[src/rtl/writeback.sv]
// writeback: final LC-3 datapath stage. Selects the commit value, writes the
// 8x16 register file, maintains the N/Z/P condition codes, serves the two
// decode read ports with write-through bypass, and registers a commit record
// for forwarding/observation.
module writeback #(
  parameter logic [2:0] NZP_RESET = 3'b010
) (
  input  logic        clk,
  input  logic        rst,
  input  logic        enable_writeback,
  input  logic [1:0]  W_control,
  input  logic [15:0] aluout,
  input  logic [15:0] memout,
  input  logic [15:0] pcout,
  input  logic [2:0]  dr,
  input  logic [2:0]  sr1,
  input  logic [2:0]  sr2,
  output logic [15:0] vsr1,
  output logic [15:0] vsr2,
  output logic [2:0]  psr,
  output logic        wb_valid,
  output logic [2:0]  wb_dr,
  output logic [15:0] wb_data
);

  typedef enum logic [1:0] {
    SEL_ALU  = 2'b00,
    SEL_MEM  = 2'b01,
    SEL_PC   = 2'b10,
    SEL_RSVD = 2'b11
  } wsel_e;

  wsel_e       wsel;
  logic        commit;
  logic [15:0] wr_data;
  logic [2:0]  psr_d;

  logic [15:0] regs_q [8];
  logic [2:0]  psr_q;
  logic        wb_valid_q;
  logic [2:0]  wb_dr_q;
  logic [15:0] wb_data_q;

  assign wsel = wsel_e'(W_control);

  // Commit qualification and write-data selection. Holding rst in the
  // qualifier keeps the bypass from leaking stimulus while reset is asserted.
  always_comb begin
    // NOTE: every output of a combinational block gets a default first so no
    // path through the case leaves it unassigned (which would infer a latch).
    wr_data = aluout;
    commit  = 1'b0;
    unique case (wsel)
      SEL_ALU:  begin wr_data = aluout; commit = enable_writeback & rst; end
      SEL_MEM:  begin wr_data = memout; commit = enable_writeback & rst; end
      SEL_PC:   begin wr_data = pcout;  commit = enable_writeback & rst; end
      SEL_RSVD: begin wr_data = aluout; commit = 1'b0;                  end
    endcase
  end

  // Next condition codes: only ALU and load commits touch psr; linkage
  // commits and non-commits hold. Exactly one of N/Z/P is ever set.
  always_comb begin
    psr_d = psr_q;
    if (commit && (wsel == SEL_ALU || wsel == SEL_MEM)) begin
      if (wr_data == 16'h0000)  psr_d = 3'b010;
      else if (wr_data[15])     psr_d = 3'b100;
      else                      psr_d = 3'b001;
    end
  end

  // Register file write; only R[dr] changes on a commit.
  always_ff @(posedge clk or negedge rst) begin
    // NOTE: the array is small and architecturally visible, so it is cleared
    // by the async reset like any other register rather than left to a RAM.
    if (!rst) begin
      for (int i = 0; i < 8; i++) regs_q[i] <= 16'h0000;
    end else if (commit) begin
      // NOTE: sequential state uses non-blocking assignments so every
      // register samples pre-edge values regardless of process order.
      regs_q[dr] <= wr_data;
    end
  end

  // Condition-code register.
  always_ff @(posedge clk or negedge rst) begin
    if (!rst) psr_q <= NZP_RESET;
    else      psr_q <= psr_d;
  end

  // Commit record: valid pulses for one cycle per commit; dr/data hold the
  // most recent commit.
  always_ff @(posedge clk or negedge rst) begin
    if (!rst) begin
      wb_valid_q <= 1'b0;
      wb_dr_q    <= 3'b000;
      wb_data_q  <= 16'h0000;
    end else begin
      wb_valid_q <= commit;
      if (commit) begin
        wb_dr_q   <= dr;
        wb_data_q <= wr_data;
      end
    end
  end

  // Read ports with independent write-through bypass.
  always_comb begin
    vsr1 = regs_q[sr1];
    vsr2 = regs_q[sr2];
    if (commit && sr1 == dr) vsr1 = wr_data;
    if (commit && sr2 == dr) vsr2 = wr_data;
  end

  assign psr      = psr_q;
  assign wb_valid = wb_valid_q;
  assign wb_dr    = wb_dr_q;
  assign wb_data  = wb_data_q;

endmodule

[config.mk]
export PLATFORM = sky130hd
export DESIGN_NAME = writeback
export DESIGN_NICKNAME = d
export VERILOG_FILES = /design/src/rtl/writeback.sv
export SDC_FILE = /design/constraint.sdc
export NUM_CORES = 1
export LEC_CHECK = 0
export ABC_AREA = 1
export BUFFER_PORTS_ARGS = -buffer_cell sky130_fd_sc_hd__buf_2
export CORE_MARGIN = 4
export CORE_UTILIZATION = 40
export CTS_CLUSTER_SIZE = 12
export DETAILED_ROUTE_END_ITERATION = 7
export PLACE_DENSITY = 0.61
export SLEW_MARGIN = 40
export SYNTH_ARGS = -nofsm -noshare
export SYNTH_HDL_FRONTEND = slang
export SYNTH_SLANG_ARGS = --single-unit
[constraint.sdc]
create_clock -name clk -period 1.53 [get_ports clk]
set_input_delay 0.153 -clock clk [delete_from_list [all_inputs] [get_ports clk]]
set_output_delay 0.153 -clock clk [all_outputs]
set_load 0.005 [all_outputs]
# [After elaboration in Yosys (flattened, before gate mapping)]
# Cells that the tools add are included.
[totals] register_bits=151 input_bits=62 output_inout_bits=55 wordCells=49
[op_classes] magnitude_cmp=4 eq_ne=5 mux=15 bitwise_logic=4 reduce_logical=9
[ops] operator="bitwise mux 128 bit" n=1
[ops] operator="two-way mux 16 bit" n=7
[ops] operator="binary-select mux 16 bit (select 3 bit)" n=2
[ops] operator="demux 16 bit (select 3 bit)" n=1
[ops] operator="one-hot mux 16 bit (3 select lines)" n=1
[ops] operator="zero test 16 bit" n=1
[ops] operator=">= comparator 4 bit (second input constant)" n=3
[ops] operator="inverter 3 -> 4 bit" n=3
[ops] operator="== test 3 bit" n=2
[ops] operator="two-way mux 3 bit" n=2
[ops] operator="== test 2 bit (second input constant)" n=2
[ops] operator="logical AND 1 bit" n=4
[ops] operator="< comparator 4 x 1 -> 1 bit (second input constant)" n=1
[ops] operator="OR reduction 3 bit" n=1
[ops] operator="== test 2 x 1 -> 1 bit (second input constant)" n=1
[ops] operator="zero test 2 bit" n=1
[ops] operator="one-hot mux 1 bit (2 select lines)" n=1
[ops] operator="OR reduction 2 bit" n=1
[ops] operator="bitwise AND 1 bit" n=1
[ops] operator="logical OR 1 bit" n=1

# [Depth between registers and ports, before layout]
# Gate-level depths: netlist of run 1.
[logic_depth] word_depth=6 mapped_depth=13 ltp_nobuf=12

# [Worst setup path after synthesis of run 1]
# OpenSTA, ideal clock, no wires.
[synth_path] path_kind="input -> output" start="input port W_control[0]" end="output port vsr2[13]" t_arrival_ns=1.312 required_time_ns=1.377 path_slack_ns=0.065 path_stages=9 cell_sequence="inv_1 > ha_1 > inv_1 > buf_2 > nand2_1 > nand3_1 > nand2_1 > buf_2 > o21ai_0"
[synth_via] elab_chain_len=5 word_cells_on_any_way=10 cone_classes="eq/ne: 3; mux: 3; reduce/logical: 4"
[synth_rtl] item="start, declared" line="11" text="input logic [1:0] W_control,"
[synth_rtl] item="== test 2 x 1 -> 1 bit (tied with other cells)" line="53" text="unique case (wsel)"
[synth_rtl] item="OR reduction 3 bit (no line)"
[synth_rtl] item="one-hot mux 1 bit (2 select lines)" line="53"
[synth_rtl] item="logical AND 1 bit" line="112" text="if (commit && sr2 == dr) vsr2 = wr_data;"
[synth_rtl] item="two-way mux 16 bit (*)" line="112"
[synth_rtl] item="end, declared" line="19" text="output logic [15:0] vsr2,"
# Every way passes the cells marked *; elsewhere a longest branch is shown, timed or not.

# [Worst setup path after layout of run 1]
[layout_path] start="register regs_q[41] in the netlist's numbering" end="output port vsr1[9]"
[layout_via] elab_chain_len=4
[layout_rtl] item="start, declared" line="38" text="logic [15:0] regs_q [8];"
[layout_rtl] item="start signal, assigned by index" line="81" text="regs_q[dr] <= wr_data;"
[layout_rtl] item="binary-select mux 16 bit (select 3 bit)" line="109" text="vsr1 = regs_q[sr1];"
[layout_rtl] item="two-way mux 16 bit (implied by the code) (2 in a row)" line="109"
[layout_rtl] item="two-way mux 16 bit" line="111" text="if (commit && sr1 == dr) vsr1 = wr_data;"
[layout_rtl] item="end, declared" line="18" text="output logic [15:0] vsr1,"
# No other way between the ends. The select of a mux whose other input is x is not followed.

==> results of run 1 <==
[worst min-delay path by stage]
stage | start | slack [ns] | endpoint
global placement | rst | 0.18 | regs_q[101]
CTS | dr[1] | 0.14 | wb_dr[1]
global route | dr[1] | 0.17 | wb_dr[1]
floorplan | rst | -0.14 | psr[0]
detailed placement | rst | 0.18 | regs_q[69]
finish | dr[1] | 0.15 | wb_dr[1]
[what timing repair did]
item / CTS / global route
buffers inserted: 11 / 18
setup endpoints to repair: 32 / 51
gates cloned: 3 / 2
endpoints found under the hold margin: 27 / 0
gates resized for setup: 128 / 112
hold buffers: 1 / 0
pin swaps: 30 / 60
[layout by cell type (no fill, tap or decap), types with 11 or more instances in the layout]
cell type and n:
buf_2 113, a21oi_2 26, a21oi_1 25, inv_2 17, buf_4 117, dfrtp_1 150
nand3_1 39, buf_12 24, o22ai_1 12, o21ai_0 202, nor2_1 80, o22ai_2 14
o211ai_1 31, nand2_1 250, nand2_2 11, o21ai_1 87, o21ai_2 24, clkbuf_16 19
inv_1 35
[layout make-up]
class,count,area share
Clock buffer,21,0.0400
Sequential cell,151,0.328
Multi-Input combinational cell,841,0.381
Timing Repair Buffer,264,0.184
Tap cell,270,0.0294
Clock inverter,11,0.0171
Inverter,57,0.0200
[power by group through the flow]
stage / Sequential, mW / Combinational, mW / Clock [mW]
finish: 5.53 / 3.60 / 4.70
global route: 5.63 / 4.02 / 4.94
CTS: 5.47 / 3.26 / 4.75
detailed placement: 5.51 / 3.06 / 0
global placement: 5.50 / 3.00 / 0
floorplan: 5.37 / 1.76 / 0
[worst register-to-register path, stage by stage (launching register included)]
cell	delay, ns
dfrtp_1	0.38
buf_4	0.14
buf_4	0.12
nand2_1	0.05
o21ai_0	0.07
[synth_stat cells, drive strengths merged]
library cell | n | area (um2)
nor2 | 87 | 329
dfrtp | 150 | 3750
o22ai | 27 | 169
dfstp | 1 | 26.3
inv | 57 | 214
nand2 | 265 | 1000
clkbuf | 52 | 195
nand3 | 43 | 215
or2 | 14 | 87.6
o211ai | 31 | 233
o221ai | 2 | 17.5
buf | 50 | 265
a21oi | 52 | 260
xor2 | 2 | 17.5
o21ai | 314 | 1570
ha | 4 | 50.1
[kinds of logic (layout without fill, tap and decap cells)]
family	after synthesis	after routing
XOR/XNOR	2	2
adder cells (fa/ha/maj)	4	4
AND/OR/NAND/NOR	409	409
buffers and inverters	159	353
flip-flops	151	151
AO/OA/AOI/OAI	426	426
[sequential cells by signal (all words and copies together) (netlist names)]
name and count:
psr 3, regs_q 128, wb_data 16, wb_dr 3, wb_valid 1
[through the flow]
step	utilization	instance area [um2]
floorplan	-	8400
global placement	0.492	10100
detailed placement	0.492	10100
CTS	0.542	11100
global route	0.563	11500
finish	0.563	11500
[layer usage]
metal  global-route usage  share of wire  vias to the layer above
met5                    0              0                        -
met4                0.110          0.039                        0
met3               0.0382          0.069                       61
met2                0.399           0.46                      387
met1                0.362           0.43                     4277
li1                     -              -                     4246
==> results.md, run 1 <==
* Remaining DRCs at 0
* Pre-CTS WS at -0.406 ns
* Cell repeated most along the worst path: o21ai_1
* Combinational power share at 0.260
* Bufs on Longest Clock Path at 2
* Area Overhead vs Synth at 37.0%
* RePlAce Congestion at 0.914
* CP Data Required Time at 1.38 ns
* LEAKAGE at 5.47 nW
* Post-synth net total at between 1000 and 1500
* Worst setup EP type: output pin
* Number of CTS-inserted buffers at 17
* Post-Syn Area per Cell at 7.30 um2
* Synthesized area at between 8000 and 9000 um2
* Buffer type at the clock tree root: clkbuf_16
* Row cnt at 52
* Simple-Gate Fraction of Synth Area at 0.194
* Worst hold path type: primary input to register
* Routed vias/inst at roughly 5.6
* Synth Instances at 1151
* WL final at between 30000 and 40000 um
* Fin. Hold Viols at 0
* Final cycle utilization of the critical path at 1.18
* Share of cells above drive strength 1 at 0.312
* End point of the critical path: vsr1[9]
* Drt first pass iters at 5
* Adder-Cell Fraction of Synth Area at 0.00596
* Num ports at about 120
* Register share of total power at 0.400
* Die height at between 150 and 200 um
* Main combinational cell family by area after synthesis: compound AO/OA/AOI/OAI gates
* Internal power at approximately 9.5 mW
* Fmax at approximately 550 MHz
* Setup slack after layout at -0.279 ns
* Power Total at around 14 mW
* Compound-gate portion of the synthesized area at 0.268
* H-tree levels at 4
* Initial antenna violation count at 1
* Least-Margin Pin Slew at 0.737 ns
* Slew Viols, Final at 0
* Overflow after GRT at 0
* Critical Path AT at between 1.5 and 2 ns
* Worst reg2reg setup slack at 0.66 ns
* Routed WL per cell at 19.4 um
* Hold Path Cell Cnt at 4
* Total number of vias at between 8000 and 9000
* Failing checks: setup timing
* Sw Pwr at 4.37 mW
* Pwr Density at 1200 nW/um2
* Critical path class: register to output pin
* Initial Util at 0.411
* Startpoint Class: register
* Worst Hold Slack at ~0.15 ns
* Xor/xnor share of the synthesized area at 0.00208
* Switching Share at 0.316
* Vias in the first global route at 8318
* Slowest cell on the critical path: dfrtp_1
* Post-layout min period at 1.81 ns
* RSZ-0062 raised after global routing: true
* Fillers at 1928
* Die X-Extent at 153 um
* Total Die Area at 23400 um2
* Skew-Pair Late Insertion Delay at approximately 0.42 ns
* Crit Path Max Fanout at 2
* Max rail drop VDD at 0.000792 V
* Critical path's top delay family: compound AO/OA/AOI/OAI gates
* Critical-path cell list: inv_1 -> a21oi_1 -> o21ai_1 -> o21ai_1 -> o21ai_1 -> o22ai_1 -> buf_2
* # nets final at 1398
* DP Cell Count at 1555
* RR Endpoint: regs_q[97]
* Cell variety after synth at 25
* Clock power share at 0.340
* Register area share after synthesis at 0.450
* Synth warn at 0
* DP HPWL at approximately 20000 um
* Max-Cap Viols at 0
* Reg-to-Reg Start: regs_q[97]
* FF-to-FF path depth at 4
* Number of clock sinks at 151
* CP Launch Point: regs_q[41]
* Critical Path Max Stage Delay at roughly 0.36 ns
* Multi-input logic area at 4380 um2
* Outcome: finished, violations left
* Ant. Diodes at 0
* First-pass GRT wire length at about 48000 um
* Stages on worst setup path at 7
* PortBufs at 116
* Detailed Route Iter0 Violations at approximately 1000
* Crit path buf inv count at 2
* Clk slew on worst S/H paths at 0.07 ns
* Final setup violation count at 32
* Clock Skew at 0 ns
* CTS tree: done
* Final TNS setup at -4.10 ns
* Multiplexer share of the synthesized area at 0
* Register area at 3780 um2
* Largest net degree at the start of global routing at roughly 130
* Routed Antenna Nets at 0
* Number of synthesized register bits at 151
* Core area at 20400 um2
* Non-filler cells, final at around 1600
* Rel. slew slack at 0.509
* GR Util All Layers at 0.257
Power figures use the tool's default switching activity.
==> run 2: changes to the inputs <==
CORE_MARGIN = unset   (was 4)
==> run 2 against run 1 <==
  * The run still ends with setup timing left
  * Setup slack improved by 0.039 ns
  * Combinational power decreased by 5%
  * Utilization decreased by 1.6 points
  * Design area decreased by 2.8%
  * Critical endpoint is now vsr2[7]
  * Largest cell class unchanged
==> results.md, run 2 (synthesized netlist as in run 1, its figures left out) <==
* Switching Share at 0.321
* Fin. Hold Viols at 0
* Total number of vias at 8635
* Pre-CTS WS at -0.413 ns
* Drt first pass iters at 8
* Clk slew on worst S/H paths at 0.06 ns
* H-tree levels at 4
* First-pass GRT wire length at 45800 um
* Remaining DRCs at 0
* Placed cell area at 9910 um2
* Num ports at 117
* Internal power at 9.06 mW
* Max reg flops at 128
* Core area at 20400 um2
* CP Launch Point: regs_q[23]
* RePlAce Congestion at 0.835
* Pwr Density at 1190 nW/um2
* Routed vias/inst at between 5 and 6
* Final core utilization at 0.548
* Clock Skew at 0 ns
* Crit Path Max Fanout at 3
* Critical path class: register to output pin
* Least-Margin Pin Slew at between 0.5 and 0.6 ns
* Row cnt at 52
* CP Data Required Time at about 1.4 ns
* Reg-to-Reg Start: regs_q[35]
* Setup slack after layout at -0.240 ns
* Slew Viols, Final at 0
* Outcome: finished, violations left
* PortBufs at 116
* Bufs on Longest Clock Path at 2
* # nets final at between 1000 and 1500
* Routed WL per cell at 19.0 um
* Sw Pwr at 4.29 mW
* Worst reg2reg setup slack at 0.75 ns
* Initial Util at 0.411
* Combinational power share at 0.255
* Final instance area at 11200 um2
* Final cycle utilization of the critical path at 1.16
* Die X-Extent at 147 um
* Largest net degree at the start of global routing at 99
* Worst setup EP type: output pin
* Min-Delay Endpoint: wb_dr[0]
* DP HPWL at between 15000 and 20000 um
* Reg with most FFs: regs_q
* LEAKAGE at 5.28 nW
* Routed Antenna Nets at 0
* Critical Path AT at 1.62 ns
* Commonest non-fill, non-tap cell in the layout: nand2_1
* WL final at approximately 30000 um
* GR Util All Layers at 0.279
* Min-delay src: dr[0]
* Buffer type at the clock tree root: clkbuf_16
* Failing checks: setup timing
* FF-to-FF path depth at 3
* Rel. slew slack at 0.608
* Final TNS setup at -3.96 ns
* Area Overhead vs Synth at 33.1%
* Number of clock sinks at 151
* Commonest cells after routing, fill and taps aside: nand2_1 (244), o21ai_0 (208), dfrtp_1 (150)
* Hold Path Cell Cnt at 4
* CTS tree: done
* Post-layout min period at 1.77 ns
* Startpoint Class: register
* Final setup violation count at 32
* Max rail drop VDD at 0.000853 V
* Initial antenna violation count at 0
* Max-Cap Viols at 0
* Register share of total power at 0.412
* Worst hold path type: primary input to register
* Clock power share at 0.332
* Ant. Diodes at 0
* Total Die Area at 21600 um2
* Number of CTS-inserted buffers at 17
* Vias in the first global route at 8006
* Overflow after GRT at 0
* RR Endpoint: regs_q[35]
* Detailed Route Iter0 Violations at around 930
* Die height at 147 um
* RSZ-0062 raised after global routing: true
* Share of cells above drive strength 1 at 0.293
* Skew-Pair Late Insertion Delay at ~0.43 ns
* Fmax at 565 MHz
## run 2: cell count changes in the layout (fill, tap and decap cells not counted), moves of 6 or more
cell / before / now
a21oi_1: 25 / 36
a21oi_2: 26 / 16
nand3_1: 39 / 30
buf_4: 117 / 74
nand2_1: 250 / 244
buf_6: 3 / 12
o21ai_0: 202 / 208
nand3_2: 3 / 13
## run 2: critical path, stage by stage (launching register included)
cell     delay (ns)
dfrtp_1        0.36
o21ai_0        0.09
o22ai_1        0.22
o21ai_0        0.11
o22ai_1        0.23
buf_2          0.18
## run 2: area by class of cell
cell class | instances | area [um2]
Clock buffer | 19 | 433
Clock inverter | 13 | 180
Fill cell | 1937 | 9240
Inverter | 57 | 224
Multi-Input combinational cell | 841 | 4420
Sequential cell | 151 | 3780
Tap cell | 270 | 338
Timing Repair Buffer | 224 | 1810
## run 2: worst max-delay path by stage
stage          endpoint  slack [ns]  depth (start not counted)
2_1_floorplan  vsr2[13]        0.06                          9
3_3_place_gp    vsr1[0]       -0.40                          9
3_5_place_dp    vsr1[0]       -0.41                          9
4_1_cts        vsr2[14]       -0.21                         11
5_1_grt        vsr2[14]       -0.34                          7
6_report        vsr2[7]       -0.24                          5
## run 2: metal layers
| metal | wire length (um) | GRT usage | up-vias |
|---|---|---|---|
| li1 | - | - | 4160 |
| met1 | 13000 | 0.384 | 4076 |
| met2 | 14300 | 0.447 | 339 |
| met3 | 1760 | 0.0478 | 60 |
| met4 | 835 | 0.0856 | 0 |
| met5 | 0 | 0 | - |
## run 2: through the flow
stage / total power, mW / cells / hold slack (ns)
detailed placement: 8.52 / 1536 / 0.334
finish: 13.3 / 1575 / 0.116
floorplan: 7.13 / 1151 / -0.143
CTS: 13.2 / 1565 / 0.101
global placement: 8.45 / 1536 / 0.327
global route: 14.1 / 1575 / 0.120
## run 2: timing repair
action / 4_1_cts / 5_1_grt
cloned: 1 / 4
resized for setup: 130 / 117
endpoints found under the setup margin: 32 / 132
setup buffers: 4 / 6
pin swaps: 35 / 48
endpoints found under the hold margin: 53 / 0
hold buffers: 1 / 0
## run 2: power groups by stage
stage / registers [mW] / logic, mW / clock network (mW)
floorplan: 5.37 / 1.76 / 0
global placement: 5.49 / 2.96 / 0
detailed placement: 5.50 / 3.02 / 0
CTS: 5.46 / 3.21 / 4.49
global route: 5.61 / 3.81 / 4.64
finish: 5.51 / 3.41 / 4.44
